$ cat src/rtl/fifo_stream_reader.sv
// fifo_stream_reader: drains a FIFO with a registered read port and presents
// its contents as a valid/ready stream. A 3-entry skid buffer covers the
// one-cycle read latency so one word per cycle can be sustained. FIFO read
// requests depend only on registered state, never on m_ready.
//
// Stream handshake: a word transfers on every rising edge where m_valid and
// m_ready are both high. Once m_valid is raised it stays high, with m_data
// held stable, until that transfer happens (only rst may drop it). m_ready
// may change freely and m_valid never depends on it.
module fifo_stream_reader #(
  parameter int DATA_WIDTH = 4,
  parameter int CNT_WIDTH  = 16
) (
  input  logic                  clk,
  input  logic                  rst,
  input  logic                  enable,
  input  logic                  fifo_empty,
  output logic                  fifo_read_en,
  input  logic [DATA_WIDTH-1:0] fifo_read_data,
  output logic                  m_valid,
  output logic [DATA_WIDTH-1:0] m_data,
  input  logic                  m_ready,
  output logic [CNT_WIDTH-1:0]  word_count,
  output logic                  idle
);

  // Read accepted by the FIFO last cycle; its data arrives this cycle.
  logic                  inflight;
  logic [DATA_WIDTH-1:0] buf_mem [3];
  logic [1:0]            wp;
  logic [1:0]            rp;
  logic [1:0]            buf_count;
  logic [2:0]            occupancy;
  logic                  pop;

  // Pointers step 0 -> 1 -> 2 -> 0; the value 3 is never used.
  function automatic logic [1:0] next_ptr(input logic [1:0] p);
    return (p == 2'd2) ? 2'd0 : p + 2'd1;
  endfunction

  // Words already owned by this block: buffered plus the one in flight.
  // A new read is only issued when that total leaves a free entry, so the
  // unconditional capture below can never overflow.
  assign occupancy    = {1'b0, buf_count} + {2'b00, inflight};
  assign fifo_read_en = !rst && enable && !fifo_empty && (occupancy < 3'd3);

  // Stream side: head of the buffer. m_data is forced to zero while empty
  // so the output is clean after reset.
  assign m_valid = (buf_count != 2'd0);
  assign m_data  = m_valid ? buf_mem[rp] : '0;
  assign pop     = m_valid && m_ready;
  assign idle    = !m_valid && !inflight && fifo_empty;

  // Control state: in-flight flag, pointers, fill level and word counter.
  always_ff @(posedge clk) begin
    if (rst) begin
      inflight   <= 1'b0;
      wp         <= 2'd0;
      rp         <= 2'd0;
      buf_count  <= 2'd0;
      word_count <= '0;
    end else begin
      inflight <= fifo_read_en;
      if (inflight) begin
        wp <= next_ptr(wp);
      end
      if (pop) begin
        rp         <= next_ptr(rp);
        word_count <= word_count + 1'b1;
      end
      buf_count <= buf_count + {1'b0, inflight} - {1'b0, pop};
    end
  end

  // Data path: capture the FIFO's registered read data one cycle after the read.
  always_ff @(posedge clk) begin
    if (inflight) begin
      buf_mem[wp] <= fifo_read_data;
    end
  end

endmodule

$ cat config.mk
export PLATFORM = sky130hd
export DESIGN_NAME = fifo_stream_reader
export DESIGN_NICKNAME = d
export VERILOG_FILES = /design/src/rtl/fifo_stream_reader.sv
export SDC_FILE = /design/constraint.sdc
export NUM_CORES = 1
export LEC_CHECK = 0
export CORE_AREA = 4 4 60 62
export CTS_CLUSTER_SIZE = 16
export DETAILED_ROUTE_END_ITERATION = 10
export DIE_AREA = 0 0 64 66
export MAX_ROUTING_LAYER = met4
export PLACE_DENSITY = 0.79
export SLEW_MARGIN = 20
export SYNTH_ARGS = -nofsm -noshare
export SYNTH_HDL_FRONTEND = slang
export SYNTH_SLANG_ARGS = --single-unit
$ cat constraint.sdc
create_clock -name clk -period 4.05 [get_ports clk]
set_input_delay 1.0125 -clock clk [delete_from_list [all_inputs] [get_ports clk]]
set_output_delay 1.0125 -clock clk [all_outputs]
set_load 0.02 [all_outputs]
## After elaboration in Yosys (flattened, before gate mapping)

Memories as Yosys holds them, arrays and structs flattened. A register that Yosys moved wholly into a read port is not among the register bits.
Cells that the tools add are included.

- Flip-flop bits (word level): 23
- RAM bits: 12
- Input port bits: 9
- Output and inout bits: 23
- Word-level logic and storage cells: 33
- Memories kept: 1

- Add/sub/neg operators: 6
- Magnitude comparators: 1
- Eq/ne operators: 2
- Mux-type cells: 7
- Reduce and logical (&&, ||, !) cells: 11

Memory list:

| memory | depth | bits a word | rd ports | clocked after memory_dff | write ports | line | RTL |
|---|---|---|---|---|---|---|---|
| buf_mem | 3 | 4 | 1 | 1 | 1 | 29 | `logic [DATA_WIDTH-1:0] buf_mem [3];` |

Operators by type and width:

| operator | count |
|---|---|
| 16-bit by 1-bit adder with 16-bit output (second input constant) | 1 |
| 2-bit 2-to-1 mux | 4 |
| 1-bit logical AND | 6 |
| 2-bit by 1-bit adder with 2-bit output (second input constant) | 2 |
| 2-bit equality test (second input constant) | 2 |
| 1-bit zero test | 4 |
| 4-bit 2-to-1 mux | 1 |
| 2-bit by 1-bit adder with 3-bit output | 1 |
| 3-bit by 2-bit < comparator with 1-bit output (second input constant) | 1 |
| 2-bit by 1-bit adder with 2-bit output | 1 |
| 1-bit 2-to-1 mux | 2 |
| 2-bit nonzero test | 1 |
| 2-bit by 1-bit subtractor with 2-bit output | 1 |

## Depth between registers and ports, before layout

- Depth after elaboration: 4
- Mapped depth: 5
- Mapped depth without buffers: 5

## Least setup slack after synthesis

No wires, ideal clock.

- Path type: input to output
- From: in rst
- To: out fifo_read_en
- Arrival time: 2.057 ns
- Data required time: 3.038 ns
- Path slack: 0.980 ns
- Stages on the path: 3
- Path buffers: 1
- Cell sequence: clkbuf_1 -> or4b_1 -> a21oi_1

- Cells in the longest elaborated chain, start to end: 4

RTL lines:

| element | line | RTL |
|---|---|---|
| start, declared | 15 | `input logic rst,` |
| 1-bit zero test | 45 | `assign fifo_read_en = !rst && enable && !fifo_empty && (occupancy < 3'd3);` |
| 1-bit logical AND (3 in series) | 45 |  |
| end, declared | 18 | `output logic fifo_read_en,` |

No other way between the ends.

## Worst setup path in the final report

- From: in fifo_empty
- To: out fifo_read_en

- Cells in the longest elaborated chain, start to end: 3

RTL lines:

| element | line | RTL |
|---|---|---|
| start, declared | 17 | `input logic fifo_empty,` |
| 1-bit zero test | 45 |  |
| 1-bit logical AND (2 in series) | 45 |  |

No other way between the ends.

==> impl_metrics.yaml <==
global_route:
  antenna_found_initial: 0
  grt-busiest-layer: "met2"
  use_met1_pct: 19.2
  grt_usage_pct: 16.3
  grt_max_degree: 27
  grt_pass1_wl_um: 5190
  gr-total-overflow: 0
  grt_pass1_vias: 1184
  grt_util_met2_pct: 26.2
  met3_usage_pct: 5.95
yosys:
  synth-simple-area-share_pct: 21.9
  synth_edf_count: 12
  synth_top_family_by_area: "simple AND/OR/NAND/NOR gates"
  synth_seq_cells: 37
  synthArstFlopShare_pct: 0
  synth.area.top_cells: "dfxtp_1, edfxtp_1, nor2_1, xnor2_1, a21oi_1"
  yosysTopAreaCell: "dfxtp_1"
  synth_compound_area_share_pct: 7.52
  synth_warnings: 0
  synth_area_um2: 1630
  synth.most_common_cell: "nor2_1"
  synth_fa_ha_area_share_pct: 3.07
  synth.avg_cell_area_um2: 10.1
  yosysUniqueCellTypes: 29
  synth_cells: 161
  synth_nets: 174
  seq_area_frac_synth_pct: 52.8
  synth_xor_area_share_pct: 6.45
  synth_mux_area_share_pct: 5.07
  synthFlopType: "dfxtp_1"
  netlist.area_leader.share_pct: 30.7
  synth_common_cells: "nor2_1, dfxtp_1, a21oi_1, edfxtp_1"
clocking:
  cts_htree_levels: 2
  cts_buffer_depth: 2
  cts-root-buf: "clkbuf_4"
  cts_resized: 0
  cts_tree: "built"
  path_clk_slew_ps: 110
  numCtsBuffers: 5
  postCtsHoldBufs: 0
  clk_latency_ps: 340
  post-cts-setup-buffers: 0
  clock_sinks: 37
detailed_routing:
  vias: 1196
  drt-vias-per-instance: 5.00
  finalWirelength_um: 2980
  drt_drc_violations_left: 0
  drtAntennaViolNets: 0
  wire_per_inst_um: 12.5
  first_pass_iters: 4
  drt_iter0_drc: 30
placed_design:
  hpwlAfterDp_um: 2270
  globalplace.congestion: 0.765
  numPortBuffers: 31
  post-place-ws_ps: 242
  dp.cells: 231
die:
  io-pin-count: 32
  die_w_um: 64
  start_util_pct: 53.8
  rows: 20
  core_um2: 3030
  chipHeight_um: 66
  die_area_um2: 4220
layout:
  stdcell_count: 239
  fill_cells: 234
  n_antenna_cell: 0
  area_growth_syn_to_layout_pct: 25.0
  nets: 207
  drive_above_1_share_pct: 8.21
critical_path:
  path_common_cell: "clkdlybuf4s50_1"
  critical_path_arrival_ps: 2790
  cp-endpoint: "fifo_read_en"
  worstSetupStartpoint: "fifo_empty"
  r2r-end: "word_count[15]$_SDFFE_PP0P_"
  end_kind: "output pin"
  cp.required_ps: 3040
  critPathMaxStageDelay_ps: 620
  crit_path_start_kind: "input port"
  reg2reg_depth: 4
  crit_fanout: 2
  cpMaxStageDelayCell: "clkdlybuf4s50_1"
  worstReg2RegStart: "buf_count[0]$_SDFF_PP0_"
  path_class: "in -> out"
  crit_chain: "clkdlybuf4s50_1 -> or4b_1 -> a21oi_1 -> clkdlybuf4s50_1"
  worst-r2r-setup-slack_ps: 2560
sta:
  rsz0062_at_grt: "false"
  clock_skew_ps: 9.62
  drv_slew: 0
  max_clock_freq_mhz: 263
  worst_pin_slew_ps: 643
  finalSetupTns_ps: 0
  fin_crit_sh_pct: 93.8
  fin_crit_ps: 3800
  finalHoldViolCount: 0
  setup_ws_ps: 252
  setup_viol: 0
  slew_headroom_pct: 56.8
job:
  drv_cap: 0
min_path:
  hp-class: "reg -> reg"
power_and_ir_drop:
  ir_drop_v: 0.000227
  powerDensity_nw_per_um2: 306
  power_leakage_nw: 0.746
  power_mw: 0.623
status:
  status: "complete, no violations"
-- placed cells by master (no fill, tap or decap), types with 6 or more instances in the layout --
cell type,Yosys,layout
dfxtp_1,25,25
edfxtp_1,12,12
xnor2_1,7,7
clkdlybuf4s50_1,0,31
inv_1,7,7
mux2i_1,6,6
nand2_1,6,6
nor2_1,34,34
a21oi_1,12,12
-- area by class of cell --
class / count / area (µm²) / share of cell area [%]
inverters: 7 / 26.3 / 1.29
multi-input cells: 111 / 718 / 35.2
flip-flops and latches: 37 / 861 / 42.2
clock buffers: 6 / 51.3 / 2.52
clock inverters: 2 / 8.76 / 0.430
well taps: 44 / 55.1 / 2.70
repair buffers: 32 / 318 / 15.6
-- through the flow --
stage	utilization (%)	hold slack, ps	area (µm²)
after floorplan	-	490	1630
after global placement	65.3	502	1980
after detailed placement	65.3	534	1980
after CTS	67.3	552	2040
after global routing	67.3	588	2040
final	67.3	550	2040
-- flip-flops by register name (all words and copies together), names as in the netlist, named ones only --
name / flops
word_count: 16
buf_mem: 12
buf_count: 2
rp: 2
wp: 2
inflight: 1
-- where the power goes --
part	internal, mW	total, mW	leakage [nW]	switching, mW
clock	0.0817	0.194	0.0357	0.113
combinational	0.0184	0.0378	0.399	0.0194
sequential	0.387	0.391	0.310	0.00403
-- worst min path at each step --
stage	start	endpoint	slack (ps)	depth (start not counted)
floorplan	rp[0]$_SDFFE_PP0P_	register	490	2
global placement	rp[0]$_SDFFE_PP0P_	rp[0]$_SDFFE_PP0P_	500	2
detailed placement	word_count[12]$_SDFFE_PP0P_	word_count[13]$_SDFFE_PP0P_	530	2
CTS	word_count[12]$_SDFFE_PP0P_	word_count[13]$_SDFFE_PP0P_	550	2
global route	wp[1]$_SDFFE_PP0P_	wp[1]$_SDFFE_PP0P_	590	2
finish	word_count[12]$_SDFFE_PP0P_	word_count[13]$_SDFFE_PP0P_	550	2
-- cell families (layout without fill, tap and decap cells) --
| family | count (synthesis) | after routing |
|---|---|---|
| muxes | 8 | 8 |
| AOI/OAI and AO/OA | 18 | 18 |
| and+or+nand+nor | 69 | 69 |
| adders and majority gates | 4 | 4 |
| buffers and inverters | 13 | 47 |
| xor gates and xnor gates | 12 | 12 |
| DFF | 37 | 37 |
-- worst max-delay path: cells and delay by family --
family | cells | cell delay [ps]
and+or+nand+nor | 1 | 550
buffers and inverters | 2 | 1050
AOI/OAI and AO/OA | 1 | 160
-- layer usage --
metal	wire, µm	vias to the layer above
li1	-	618
met1	1340	542
met2	1450	30
met3	151	6
met4	40	0
met5	0	-
Note: power is estimated with default switching activity, not from simulation.
